[config.mk]
export PLATFORM = sky130hd
export DESIGN_NAME = mux_rr_arbiter
export DESIGN_NICKNAME = d
export VERILOG_FILES = /design/src/rtl/mux_arb_pkg.sv /design/src/rtl/mux_rr_arbiter_mux4.sv /design/src/rtl/mux_rr_arbiter.sv
export SDC_FILE = /design/constraint.sdc
export NUM_CORES = 1
export LEC_CHECK = 0
export ABC_CLOCK_PERIOD_IN_PS = 2500
export BUFFER_PORTS_ARGS = -buffer_cell sky130_fd_sc_hd__buf_2
export CELL_PAD_IN_SITES_DETAIL_PLACEMENT = 0
export CELL_PAD_IN_SITES_GLOBAL_PLACEMENT = 1
export CORE_ASPECT_RATIO = 0.6
export CORE_MARGIN = 2
export CORE_UTILIZATION = 32
export DETAILED_ROUTE_END_ITERATION = 10
export PLACE_DENSITY = 0.77
export SYNTH_ARGS = -nofsm -noshare
export SYNTH_HDL_FRONTEND = slang
export SYNTH_SLANG_ARGS = --single-unit
[constraint.sdc]
create_clock -name clk -period 2.5 [get_ports clk]
set_input_delay 0.125 -clock clk [delete_from_list [all_inputs] [get_ports clk]]
set_output_delay 0.125 -clock clk [all_outputs]
set_load 0.1 [all_outputs]
[src/rtl/mux_arb_pkg.sv]
// Shared definitions for the round-robin mux arbiter.
//   arb_state_t : arbitration FSM state (IDLE = no owner, BUSY = gnt[sel] held)
//   NUM_REQ     : number of requesters sharing the mux
//   rr_pick     : round-robin winner search; returns {found, idx[1:0]}
package mux_arb_pkg;

  typedef enum logic {IDLE = 1'b0, BUSY = 1'b1} arb_state_t;

  localparam int NUM_REQ = 4;

  // Scan last+1, last+2, last+3, last (mod 4) and return the first set bit.
  // The previous owner is checked last, so it has lowest priority.
  function automatic logic [2:0] rr_pick(input logic [NUM_REQ-1:0] req,
                                         input logic [1:0]         last);
    logic       found;
    logic [1:0] idx;
    logic [1:0] cand;
    found = 1'b0;
    idx   = last;
    for (int i = 1; i <= NUM_REQ; i++) begin
      cand = last + 2'(i);
      if (!found && req[cand]) begin
        found = 1'b1;
        idx   = cand;
      end
    end
    return {found, idx};
  endfunction

endpackage

[src/rtl/mux_rr_arbiter_mux4.sv]
// Plain 4:1 data mux.
//   sel     : 2-bit select (0 = a, 1 = b, 2 = c, 3 = d)
//   a,b,c,d : DW-bit data inputs
//   y       : selected data
module mux_rr_arbiter_mux4 #(
  parameter int DW = 4
) (
  input  logic [1:0]    sel,
  input  logic [DW-1:0] a,
  input  logic [DW-1:0] b,
  input  logic [DW-1:0] c,
  input  logic [DW-1:0] d,
  output logic [DW-1:0] y
);

  always_comb begin
    y = a;
    case (sel)
      2'd0: y = a;
      2'd1: y = b;
      2'd2: y = c;
      2'd3: y = d;
      default: y = a;
    endcase
  end

endmodule

[src/rtl/mux_rr_arbiter.sv]
// Round-robin arbiter sharing one 4:1 mux between four requesters.
// A grant is held for up to MAX_BURST transfers, or until the owner drops
// its request, then priority rotates past the owner.
//   clk, rst_n     : clock (rising edge) and async active-low reset
//   req[3:0]       : per-requester request (0=a, 1=b, 2=c, 3=d)
//   a, b, c, d     : requester data
//   gnt[3:0]       : one-hot owner, zero when idle
//   ack[3:0]       : one-hot per-transfer acknowledge
//   sel[1:0]       : registered mux select (index of the gnt bit)
//   y              : selected data, meaningful only while out_valid=1
//   out_valid      : downstream valid
//   out_ready      : downstream ready
//   state_dbg      : FSM state (0 = IDLE, 1 = BUSY)
//   burst_cnt_dbg  : transfers completed in the current grant
//
// Handshake: a transfer happens in every cycle where out_valid & out_ready
// are both high at the rising edge. out_valid follows req[sel] of the owner
// combinationally, so it may fall without a transfer if the owner withdraws;
// out_ready may change freely and stalls the owner without any timeout.
module mux_rr_arbiter
  import mux_arb_pkg::*;
#(
  parameter int DW        = 4,
  parameter int MAX_BURST = 4,
  parameter int CNT_W     = $clog2(MAX_BURST + 1)
) (
  input  logic             clk,
  input  logic             rst_n,
  input  logic [3:0]       req,
  input  logic [DW-1:0]    a,
  input  logic [DW-1:0]    b,
  input  logic [DW-1:0]    c,
  input  logic [DW-1:0]    d,
  output logic [3:0]       gnt,
  output logic [3:0]       ack,
  output logic [1:0]       sel,
  output logic [DW-1:0]    y,
  output logic             out_valid,
  input  logic             out_ready,
  output logic             state_dbg,
  output logic [CNT_W-1:0] burst_cnt_dbg
);

  if (DW != 4) begin : g_dw_check
    $error("mux_rr_arbiter: DW must be 4");
  end
  if (MAX_BURST < 1 || MAX_BURST > 15) begin : g_burst_check
    $error("mux_rr_arbiter: MAX_BURST must be in 1..15");
  end

  localparam logic [CNT_W-1:0] BURST_LAST = CNT_W'(MAX_BURST);

  arb_state_t       state;
  logic [1:0]       last;
  logic [CNT_W-1:0] burst_cnt;

  logic             busy;
  logic             xfer;
  logic [CNT_W-1:0] cnt_inc;
  logic             rel_burst;
  logic             rel_drop;
  logic             release_now;
  logic [3:0]       own_bit;
  logic [3:0]       req_masked;
  logic [2:0]       idle_pick;
  logic [2:0]       rel_pick;

  assign busy      = (state == BUSY);
  assign own_bit   = 4'b0001 << sel;
  assign out_valid = busy & req[sel];
  assign xfer      = out_valid & out_ready;
  assign cnt_inc   = burst_cnt + CNT_W'(1);
  assign gnt       = busy ? own_bit : 4'b0000;
  assign ack       = xfer ? own_bit : 4'b0000;

  assign rel_burst   = xfer && (cnt_inc == BURST_LAST);
  assign rel_drop    = !req[sel];
  assign release_now = busy && (rel_burst || rel_drop);

  // On a burst-limit release the owner is removed from the search unless it
  // is the only one asking, in which case it is re-granted straight away.
  always_comb begin
    req_masked = req;
    if (rel_burst && ((req & ~own_bit) != 4'b0000)) begin
      req_masked = req & ~own_bit;
    end
  end

  // Idle search uses the stored pointer; release search uses the owner as
  // the new pointer, since last <= sel happens on the same edge.
  assign idle_pick = rr_pick(req, last);
  assign rel_pick  = rr_pick(req_masked, sel);

  always_ff @(posedge clk or negedge rst_n) begin
    if (!rst_n) begin
      state     <= IDLE;
      sel       <= 2'd0;
      last      <= 2'd3;
      burst_cnt <= '0;
    end else if (state == IDLE) begin
      if (idle_pick[2]) begin
        state     <= BUSY;
        sel       <= idle_pick[1:0];
        burst_cnt <= '0;
      end
    end else begin
      if (release_now) begin
        last      <= sel;
        burst_cnt <= '0;
        if (rel_pick[2]) begin
          sel <= rel_pick[1:0];
        end else begin
          state <= IDLE;
        end
      end else if (xfer) begin
        burst_cnt <= cnt_inc;
      end
    end
  end

  assign state_dbg     = state;
  assign burst_cnt_dbg = burst_cnt;

  mux_rr_arbiter_mux4 #(.DW(DW)) u_mux (
    .sel (sel),
    .a   (a),
    .b   (b),
    .c   (c),
    .d   (d),
    .y   (y)
  );

endmodule

# --- Word-level counts from Yosys, hierarchy flattened ---
# Cells that the tools add are included.
totals:
  register_bits: 8
  latchBits: 0
  ramBits: 0
  rom_bits: 0
  inputBits: 23
  out_inout_bits: 19
  word_cells: 106
  mem_count: 0
op_classes:
  addsub: 7
  multipliers: 0
  div_mod_pow: 0
  magnitude_cmp: 8
  eq_ne: 9
  shifts: 1
  n_mux: 50
  n_bitwise: 4
  reduce_logical: 23
ops:
  columns: ["cell", "n"]
  rows:
  - ["< comparator 2 x 3 -> 1 bit, second input constant", 8]
  - ["two-way mux 2 bit", 12]
  - ["two-way mux 1 bit", 21]
  - ["binary-select mux 1 bit (select 2 bit)", 9]
  - ["case mux 4 bit (4 select lines)", 1]
  - ["two-way mux 3 bit", 4]
  - ["two-way mux 4 bit", 3]
  - ["logical AND 1 bit", 9]
  - ["adder 2 bit, second input constant", 4]
  - ["zero test 1 bit", 7]
  - ["AND reduction 5 bit", 1]
  - ["adder 2 x 1 -> 2 bit, second input constant", 2]
  - ["AND 4 bit", 1]
  - ["equality test 2 bit, second input constant", 2]
  - ["inequality test 2 x 1 -> 1 bit, second input constant", 2]
  - ["inequality test 4 x 1 -> 1 bit, second input constant", 1]
  - ["inverter 4 bit", 1]
  - ["AND reduction 2 bit", 2]
  - ["nonzero test 4 bit", 1]
  - ["<< shifter 1 x 2 -> 4 bit, first input constant", 1]
  - ["adder 3 x 1 -> 3 bit, second input constant", 1]
  - ["equality test 3 bit, second input constant", 1]
  - ["inequality test 3 x 1 -> 1 bit, second input constant", 1]
  - ["AND 1 bit", 2]
  - ["other kinds (5)", 5]

# --- Longest topological paths before layout ---
# Gate-level depths: netlist (run 1).
depth:
  word_depth: 22
  depth_mapped: 12
  depth_no_buf: 9

# --- Modules after synthesis ---
# From an unflattened synthesis (run 1), not the netlist that was laid out.
hier_totals:
  cells_unflattened: 114
  area_unflattened_um2: 1098.6
modules_own_cells:
  columns: ["mod", "instances", "cells_each", "area_per_inst_um2", "seq_area_each_um2"]
  rows:
  - ["mux_rr_arbiter", 1, 110, 993.5, 202.7]
  - ["mux_rr_arbiter_mux4", 1, 4, 105.1, 0.0]

# --- Least setup slack after synthesis (run 1) ---
# No wires, ideal clock.
synth_timing:
  kind: "reg2out"
  startpoint: "register sel[0]"
  endpoint: "output port y[0]"
  t_arrival_ns: 3.344
  t_required_ns: 2.375
  setup_slack_ns: -0.969
  stages_incl_launch_ff: 7
  n_path_buf: 3
  cell_sequence: "dfrtp_1 clkbuf_1 buf_6 inv_1 ha_1 clkbuf_2 mux2i_1"
synth_between:
  elab_chain_cells: 2
  word_cells_on_any_way: 5
  cone_classes: "3 x eq/ne; 1 x mux; 1 x reduce/logical"
synth_rtl:
  columns: ["item", "line", "source"]
  rows:
  - ["start, declared", "mux_rr_arbiter.sv:36", "output logic [1:0] sel,"]
  - ["start signal, assigned", "mux_rr_arbiter.sv:103", "sel <= idle_pick[1:0];"]
  - ["start signal, assigned", "mux_rr_arbiter.sv:111", "sel <= rel_pick[1:0];"]
  - ["equality test 2 bit (tied with other cells)", "mux_rr_arbiter_mux4.sv:18", "case (sel)"]
  - ["case mux 4 bit (4 select lines) *", "mux_rr_arbiter_mux4.sv:18", null]
  - ["end, declared", "mux_rr_arbiter.sv:37", "output logic [DW-1:0] y,"]
# Mark *: on every way between the ends. The rest lies on a longest branch, timed or not.

# --- Final worst setup path (run 1) ---
layout_timing:
  startpoint: "register sel[0]"
  endpoint: "register sel[0]"
layout_between:
  elab_chain_cells: 21
  word_cells_on_any_way: 47
  cone_classes: "3 x add/sub; 4 x eq/ne; 1 x shift; 22 x mux; 4 x bitwise; 13 x reduce/logical"
layout_rtl:
  columns: ["item", "line", "source"]
  rows:
  - ["binary-select mux 1 bit (select 2 bit)", "mux_rr_arbiter.sv:70, mux_rr_arbiter.sv:77", null]
  - ["two-way mux 1 bit (implied by the code)", "mux_rr_arbiter.sv:70, mux_rr_arbiter.sv:77", null]
  - ["AND 1 bit", "mux_rr_arbiter.sv:70", "assign out_valid = busy & req[sel];"]
  - ["AND 1 bit", "mux_rr_arbiter.sv:71", "assign xfer = out_valid & out_ready;"]
  - ["logical AND 1 bit", "mux_rr_arbiter.sv:76", "assign rel_burst = xfer && (cnt_inc == BURST_LAST);"]
  - ["logical AND 1 bit", "mux_rr_arbiter.sv:84", "if (rel_burst && ((req & ~own_bit) != 4'b0000)) begin"]
  - ["two-way mux 4 bit", "mux_rr_arbiter.sv:84", null]
  - ["binary-select mux 1 bit (select 2 bit)", "mux_arb_pkg.sv:22", "if (!found && req[cand]) begin"]
  - ["(+5 left out)", null, null]
  - ["zero test 1 bit", "mux_arb_pkg.sv:22", null]
  - ["logical AND 1 bit", "mux_arb_pkg.sv:22", null]
  - ["two-way mux 1 bit", "mux_arb_pkg.sv:22", null]
  - ["zero test 1 bit", "mux_arb_pkg.sv:22", null]
  - ["logical AND 1 bit", "mux_arb_pkg.sv:22", null]
  - ["two-way mux 1 bit", "mux_arb_pkg.sv:22", null]
  - ["inequality test 2 x 1 -> 1 bit (no source line)", null, null]
  - ["AND reduction 5 bit (no source line)", null, null]
# Several ways; a longest one is shown, not always the timed one. The select of a mux whose other input is x is not followed.
# A chain may end at the register's enable or synchronous reset.

==> summary.txt, run 1 <==
Status
  • Outcome: completed

Clock network
  • CTS Root Buffer Type: sky130_fd_sc_hd__clkbuf_8
  • Htree depth: 1
  • Sinks on Clock Net: 8
  • Clock-pin slew on the worst setup and hold paths: 40 ps
  • Clock latency on the worst-skew pair: 230 ps
  • CTS tree: built
  • Post-CTS setup buffer count: 0
  • TritonCTS Buffers: 3
  • Maximum count of clock buffers along a single path: 2

Global routing
  • Maximum number of pins on one net before global-route repair: 20
  • Wire length of the first global-routing pass: 5720 µm
  • Number of antenna violations at the first check in global routing: 0
  • Via count of the first global-routing pass: 1124
  • Overall routing resource usage: 18.3%
  • Residual overflow from global routing: 0

Route
  • Total DRC errors in the routed layout: 0
  • Routed length per placed instance: 16.0 µm
  • Total wirelength of the detailed-routed design: 3550 µm
  • Drt via density: 5.54
  • Via count of the routed design: 1230
  • Routed Antenna Nets: 0
  • Initial DRC Count: 182
  • Number of optimization iterations in the first detailed-route pass: 5

Critical path
  • Critical Path, Cell by Cell: inv_2, ha_1, o2111ai_4, nand4_1, a31o_2, o211ai_1, mux2i_1, a211o_1
  • Biggest cell delay along the critical path: 560 ps
  • Max Fanout on Critical Path: 19
  • Element type at the critical path start: flop
  • Critical-path top delay cell: sky130_fd_sc_hd__dfrtp_4
  • Critical path capture point type: flop
  • Data required, critical path: 2610 ps
  • Worst EP arrival: 2500 ps
  • Worst setup path class: reg2reg

STA
  • Max Freq: 419 MHz
  • Max-slew headroom at the worst pin: 67.8%
  • Worst Max-Slew Pin Slew: 483 ps
  • Setup repair after global routing missed its margin: false
  • Hold_ws: 237 ps
  • Number of setup violations in the final report: 0
  • Fin. Hold Viols: 0
  • Time the final worst path needs with I/O delays and setup: 2390 ps
  • Number of slew-limit violations in the final report: 0
  • Worst clock skew: 1.33 ps
  • Part of the cycle the worst path needs: 95.4%

Logic synthesis
  • Distinct cell type count of the synthesized netlist: 44
  • Mean Syn Cell Area: 8.22 µm²
  • Most used flip-flop cell after synthesis: sky130_fd_sc_hd__dfrtp_1
  • Number of synthesized flops with an enable pin: 0
  • Synthesis warning total: 0
  • Post-synthesis cell count: 140
  • Share of synthesized flip-flops with an asynchronous set or reset: 100%
  • Synthesized netlist net count: 169
  • Flip-flop and latch count after synthesis: 8
  • Seq/Total Area, Yosys: 17.6%
  • Cell area after synthesis: 1150 µm²

Placement
  • Area of placed instances: 1410 µm²
  • PortBufs: 41
  • RD Place Congestion: 0.877
  • Detailed placer's ending HPWL: 2750 µm

Final layout
  • Layout cell share with drive strength beyond 1: 45.2%
  • Number of antenna cells inserted: 0
  • Layout fillers: 317
  • Final #Nets: 207
  • Growth of design area from synthesis to finish: 28.4%
  • Most frequent cells in the layout: 41 x sky130_fd_sc_hd__buf_2, 9 x sky130_fd_sc_hd__nor2_1, 8 x sky130_fd_sc_hd__inv_1, 8 x sky130_fd_sc_hd__nand2_1, 8 x sky130_fd_sc_hd__o21ai_0
  • Finished layout cell area: 1480 µm²
  • Final Core Density: 44.2%
  • Most common cell after layout, fill and taps aside: sky130_fd_sc_hd__buf_2

Floorplan
  • Initial Util: 34.4%
  • Core region area: 3340 µm²
  • Die Ht: 50.5 µm
  • Top-level I/O count: 42
  • Die area: 4110 µm²
  • Row Count: 16
  • Die X: 81.4 µm

Hold path
  • Min-delay worst type: in2reg

Job
  • Count of max-cap constraint violations: 0
## cells in the mapped netlist, types with 2 or more instances
master	number	area, µm²
sky130_fd_sc_hd__inv_1	10	37.5
sky130_fd_sc_hd__mux2i_1	10	100
sky130_fd_sc_hd__nor2_1	9	33.8
sky130_fd_sc_hd__nand2_1	8	30.0
sky130_fd_sc_hd__o21ai_0	8	40.0
sky130_fd_sc_hd__clkbuf_1	7	26.3
sky130_fd_sc_hd__nand2b_1	7	43.8
sky130_fd_sc_hd__and2_1	6	37.5
sky130_fd_sc_hd__dfrtp_1	6	150
sky130_fd_sc_hd__ha_1	6	75.1
sky130_fd_sc_hd__and3_1	5	31.3
sky130_fd_sc_hd__a222oi_1	4	40.0
sky130_fd_sc_hd__a31oi_1	4	25.0
sky130_fd_sc_hd__buf_6	4	45.0
sky130_fd_sc_hd__mux2_2	4	45.0
sky130_fd_sc_hd__a21oi_1	3	15.0
sky130_fd_sc_hd__nand4_1	3	18.8
sky130_fd_sc_hd__nor3_1	3	15.0
sky130_fd_sc_hd__a21boi_0	2	15.0
sky130_fd_sc_hd__a22oi_1	2	15.0
sky130_fd_sc_hd__a31o_2	2	17.5
sky130_fd_sc_hd__buf_2	2	10.0
sky130_fd_sc_hd__dfstp_2	2	52.6
sky130_fd_sc_hd__nor2b_1	2	12.5
sky130_fd_sc_hd__o211ai_1	2	15.0
## critical path, delay by kind of cell (launching register included)
family	cells	cell delay [ps]
compound gates	4	1000
flops	1	560
fa+ha+maj	1	330
simple gates	1	200
mux	1	100
buf+inv	1	70
## final timing paths
kind / start / endpoint / slack [ps] / cells after the start
max in group asynchronous: rst_n / last[1] / 1980 / 2
hold reg to reg: burst_cnt_dbg[2] / burst_cnt_dbg[2] / 500 / 2
setup / recovery: sel[0] / sel[0] / 110 / 8
min in group asynchronous: rst_n / sel[0] / 270 / 2
hold / removal: out_ready / burst_cnt_dbg[2] / 240 / 3
setup reg to reg: sel[0] / sel[0] / 110 / 8
## per-layer routing
metal,GRT usage (%),share of wire [%],vias up
met3,5.04,8.1,4
met5,0,0,-
met4,3.39,0.39,0
met1,27.2,48,576
met2,26.2,43,58
li1,-,-,592
## area by class of cell
class,instances,area (µm²),share of cell area [%]
clock buffers,4,45.0,3.05
inverters,10,41.3,2.79
multi-input cells,108,868,58.8
flip-flops and latches,8,214,14.5
well taps,45,56.3,3.81
repair buffers,47,253,17.1
## registers in the layout, summed over array words and instances, names as in the netlist
name	cells
burst_cnt_dbg	3
last	2
sel	2
state_dbg	1
## what timing repair did
action	4_1_cts	5_1_grt
gates resized for setup	0	3
hold buffers	1	0
endpoints found under the hold margin	8	0
endpoints found under the setup margin	0	1
## per-stage QoR
step | std cells | setup TNS [ps] | setup slack [ps]
floorplan | 140 | -295 | -90.4
global placement | 217 | 0 | 228
detailed placement | 217 | 0 | 119
CTS | 222 | 0 | 112
global route | 222 | 0 | 7.93
finish | 222 | 0 | 114
## cells by family after synthesis
| logic type | Yosys count | share of synthesized area [%] |
|---|---|---|
| buffers and inverters | 24 | 10.8 |
| DFF | 8 | 17.6 |
| and+or+nand+nor | 48 | 22.9 |
| AOI/OAI and AO/OA | 39 | 27.6 |
| adders and majority gates | 6 | 6.52 |
| muxes | 15 | 14.6 |
Power of run 1 is not shown: default switching activity piles up to over one toggle a cycle in this logic, so the estimate is an artifact.
==> run 2, diff against run 1 <==
--- a/config.mk
+++ b/config.mk
@@ -6,7 +6,7 @@
 export NUM_CORES = 1
 export LEC_CHECK = 0
 export ABC_CLOCK_PERIOD_IN_PS = 2500
-export BUFFER_PORTS_ARGS = -buffer_cell sky130_fd_sc_hd__buf_2
+export BUFFER_PORTS_ARGS = -buffer_cell sky130_fd_sc_hd__buf_4
 export CELL_PAD_IN_SITES_DETAIL_PLACEMENT = 0
 export CELL_PAD_IN_SITES_GLOBAL_PLACEMENT = 1
 export CORE_ASPECT_RATIO = 0.6
==> constraint.sdc (replaced) <==
create_clock -name clk -period 2.5 [get_ports clk]
set_input_delay 0 -clock clk [delete_from_list [all_inputs] [get_ports clk]]
set_output_delay 0 -clock clk [all_outputs]
set_load 0.1 [all_outputs]
==> run 2 against run 1 <==
Compared with the run above:
- critical path depth stayed put
- global-route usage is 1.4 points lower
- worst setup slack better by 89 ps
- sequential share of layout area is 0.81 points lower
- core utilization is 2.6 points higher
- hold slack worse by 140 ps
- maximum frequency is 3.9% higher
- clock-buffer cell count stayed put
- flip-flop and latch count stayed put
==> summary.txt, run 2 (synthesis gave the netlist of run 1 again) <==
Floorplan
  • Core region area: 3340 µm² (unchanged)
  • Die X: 81.4 µm (unchanged)
  • Die Ht: 50.5 µm (unchanged)
  • Row Count: 16 (unchanged)
  • Initial Util: 34.4% (unchanged)
  • Die area: 4110 µm² (unchanged)
  • Top-level I/O count: 42 (unchanged)

Route
  • Total DRC errors in the routed layout: 0 (unchanged)
  • Drt via density: 5.45 (-1.7%)
  • Number of optimization iterations in the first detailed-route pass: 4 (-1)
  • Total wirelength of the detailed-routed design: 3460 µm (-2.5%)
  • Via count of the routed design: 1215 (-1.2%)
  • Routed length per placed instance: 15.5 µm (-2.9%)
  • Initial DRC Count: 132 (-27%)
  • Routed Antenna Nets: 0 (unchanged)

Final layout
  • Most common cell after layout, fill and taps aside: sky130_fd_sc_hd__buf_4
  • Finished layout cell area: 1570 µm² (+5.9%)
  • Layout cell share with drive strength beyond 1: 43.8% (-1.4 points)
  • Layout fillers: 319 (+0.63%)
  • Final Core Density: 46.8% (+2.6 points)
  • Most frequent cells in the layout: 47 x sky130_fd_sc_hd__buf_4, 9 x sky130_fd_sc_hd__inv_1, 9 x sky130_fd_sc_hd__nor2_1
  • Final #Nets: 208 (+0.48%)
  • Growth of design area from synthesis to finish: 36.0%
  • Number of flip-flops under the largest register name: 3 (unchanged)
  • Number of antenna cells inserted: 0 (unchanged)

STA
  • Time the final worst path needs with I/O delays and setup: 2300 ps (-89.4 ps)
  • Number of slew-limit violations in the final report: 0 (unchanged)
  • Hold_ws: 96.3 ps (-141 ps)
  • Number of setup violations in the final report: 0 (unchanged)
  • Setup repair after global routing missed its margin: false
  • Max Freq: 435 MHz (+3.9%)
  • Max-slew headroom at the worst pin: 67.0% (-0.80 points)
  • Part of the cycle the worst path needs: 91.9% (-3.6 points)
  • Fin. Hold Viols: 0 (unchanged)
  • Worst Max-Slew Pin Slew: 491 ps (+8.62 ps)
  • Worst clock skew: 3.42 ps (+2.09 ps)

Global routing
  • Wire length of the first global-routing pass: 5450 µm (-4.7%)
  • Overall routing resource usage: 16.9% (-1.4 points)
  • Via count of the first global-routing pass: 1136 (+1.1%)
  • Maximum number of pins on one net before global-route repair: 15 (-25%)
  • Residual overflow from global routing: 0 (unchanged)
  • Number of antenna violations at the first check in global routing: 0 (unchanged)

Placement
  • Area of placed instances: 1510 µm² (+7.2%)
  • PortBufs: 41 (unchanged)
  • Detailed placer's ending HPWL: 2530 µm (-7.9%)
  • RD Place Congestion: 0.934 (+6.5%)

Critical path
  • Element type at the critical path start: flop
  • Worst EP arrival: 2410 ps (-90 ps)
  • Data required, critical path: 2610 ps (about the same)
  • Critical path capture point type: flop
  • Worst setup path class: reg2reg
  • Max Fanout on Critical Path: 10 (-9)
  • Setup slack on the worst flop-to-flop path: 200 ps (+90 ps)

Clock network
  • Clock latency on the worst-skew pair: 230 ps (about the same)
  • CTS Root Buffer Type: sky130_fd_sc_hd__clkbuf_8
  • Post-CTS setup buffer count: 0 (unchanged)
  • CTS tree: built
  • Maximum count of clock buffers along a single path: 2 (unchanged)
  • Htree depth: 1 (unchanged)
  • TritonCTS Buffers: 3 (unchanged)
  • Clock-pin slew on the worst setup and hold paths: 40 ps (about the same)
  • Sinks on Clock Net: 8 (unchanged)

Hold path
  • Min-delay worst type: in2reg

Job
  • Count of max-cap constraint violations: 0 (unchanged)

Status
  • Outcome: completed
run 2: cell types whose count changed in the layout (fill, tap and decap cells not counted), sizes merged:
| cell | previous run | this run |
|---|---|---|
| buf | 46 | 47 |
| clkinvlp | 1 | 0 |
| inv | 9 | 10 |
run 2: metrics by stage:
stage	TNS [ps]	setup WS [ps]	cells
CTS	0	225	223
finish	0	203	223
global placement	0	240	218
global route	0	35.8	223
floorplan	-18.6	-18.6	140
detailed placement	0	238	218
run 2: layout make-up:
type | count | area [µm²] | area share, %
clock buffers | 4 | 45.0 | 2.88
inverters | 10 | 37.5 | 2.40
multi-input cells | 108 | 850 | 54.3
flip-flops and latches | 8 | 214 | 13.7
well taps | 45 | 56.3 | 3.60
repair buffers | 48 | 363 | 23.2
run 2: worst max-delay path, cell delays in order, from the launching register on:
cell	delay, ps
sky130_fd_sc_hd__dfrtp_4	540
sky130_fd_sc_hd__ha_1	330
sky130_fd_sc_hd__nand2b_1	220
sky130_fd_sc_hd__o2111ai_4	140
sky130_fd_sc_hd__nand4_1	180
sky130_fd_sc_hd__a31o_2	260
sky130_fd_sc_hd__o211ai_1	190
sky130_fd_sc_hd__mux2i_1	100
sky130_fd_sc_hd__a211o_1	230
run 2: timing repair:
action                    in CTS  in global routing
hold buffers                   1                  0
hold endpoints to repair       8                  0
gates resized for setup        0                  0
run 2: worst paths after layout:
kind	depth (start not counted)	startpoint	endpoint
worst max-delay path	8	sel[0]	sel[0]
worst min-delay path	3	out_ready	burst_cnt_dbg[2]
worst max register to register	8	sel[0]	sel[0]
worst min register to register	2	burst_cnt_dbg[2]	burst_cnt_dbg[2]
max in group asynchronous	2	rst_n	last[1]
min in group asynchronous	2	rst_n	burst_cnt_dbg[0]
run 2: per-layer routing:
metal | wire length (µm) | GRT usage, % | up-vias
li1 | - | - | 592
met1 | 1580 | 24.2 | 547
met2 | 1470 | 27.0 | 74
met3 | 389 | 3.24 | 2
met4 | 23 | 1.98 | 0
met5 | 0 | 0 | -
Power of run 2 is left out for the same reason.
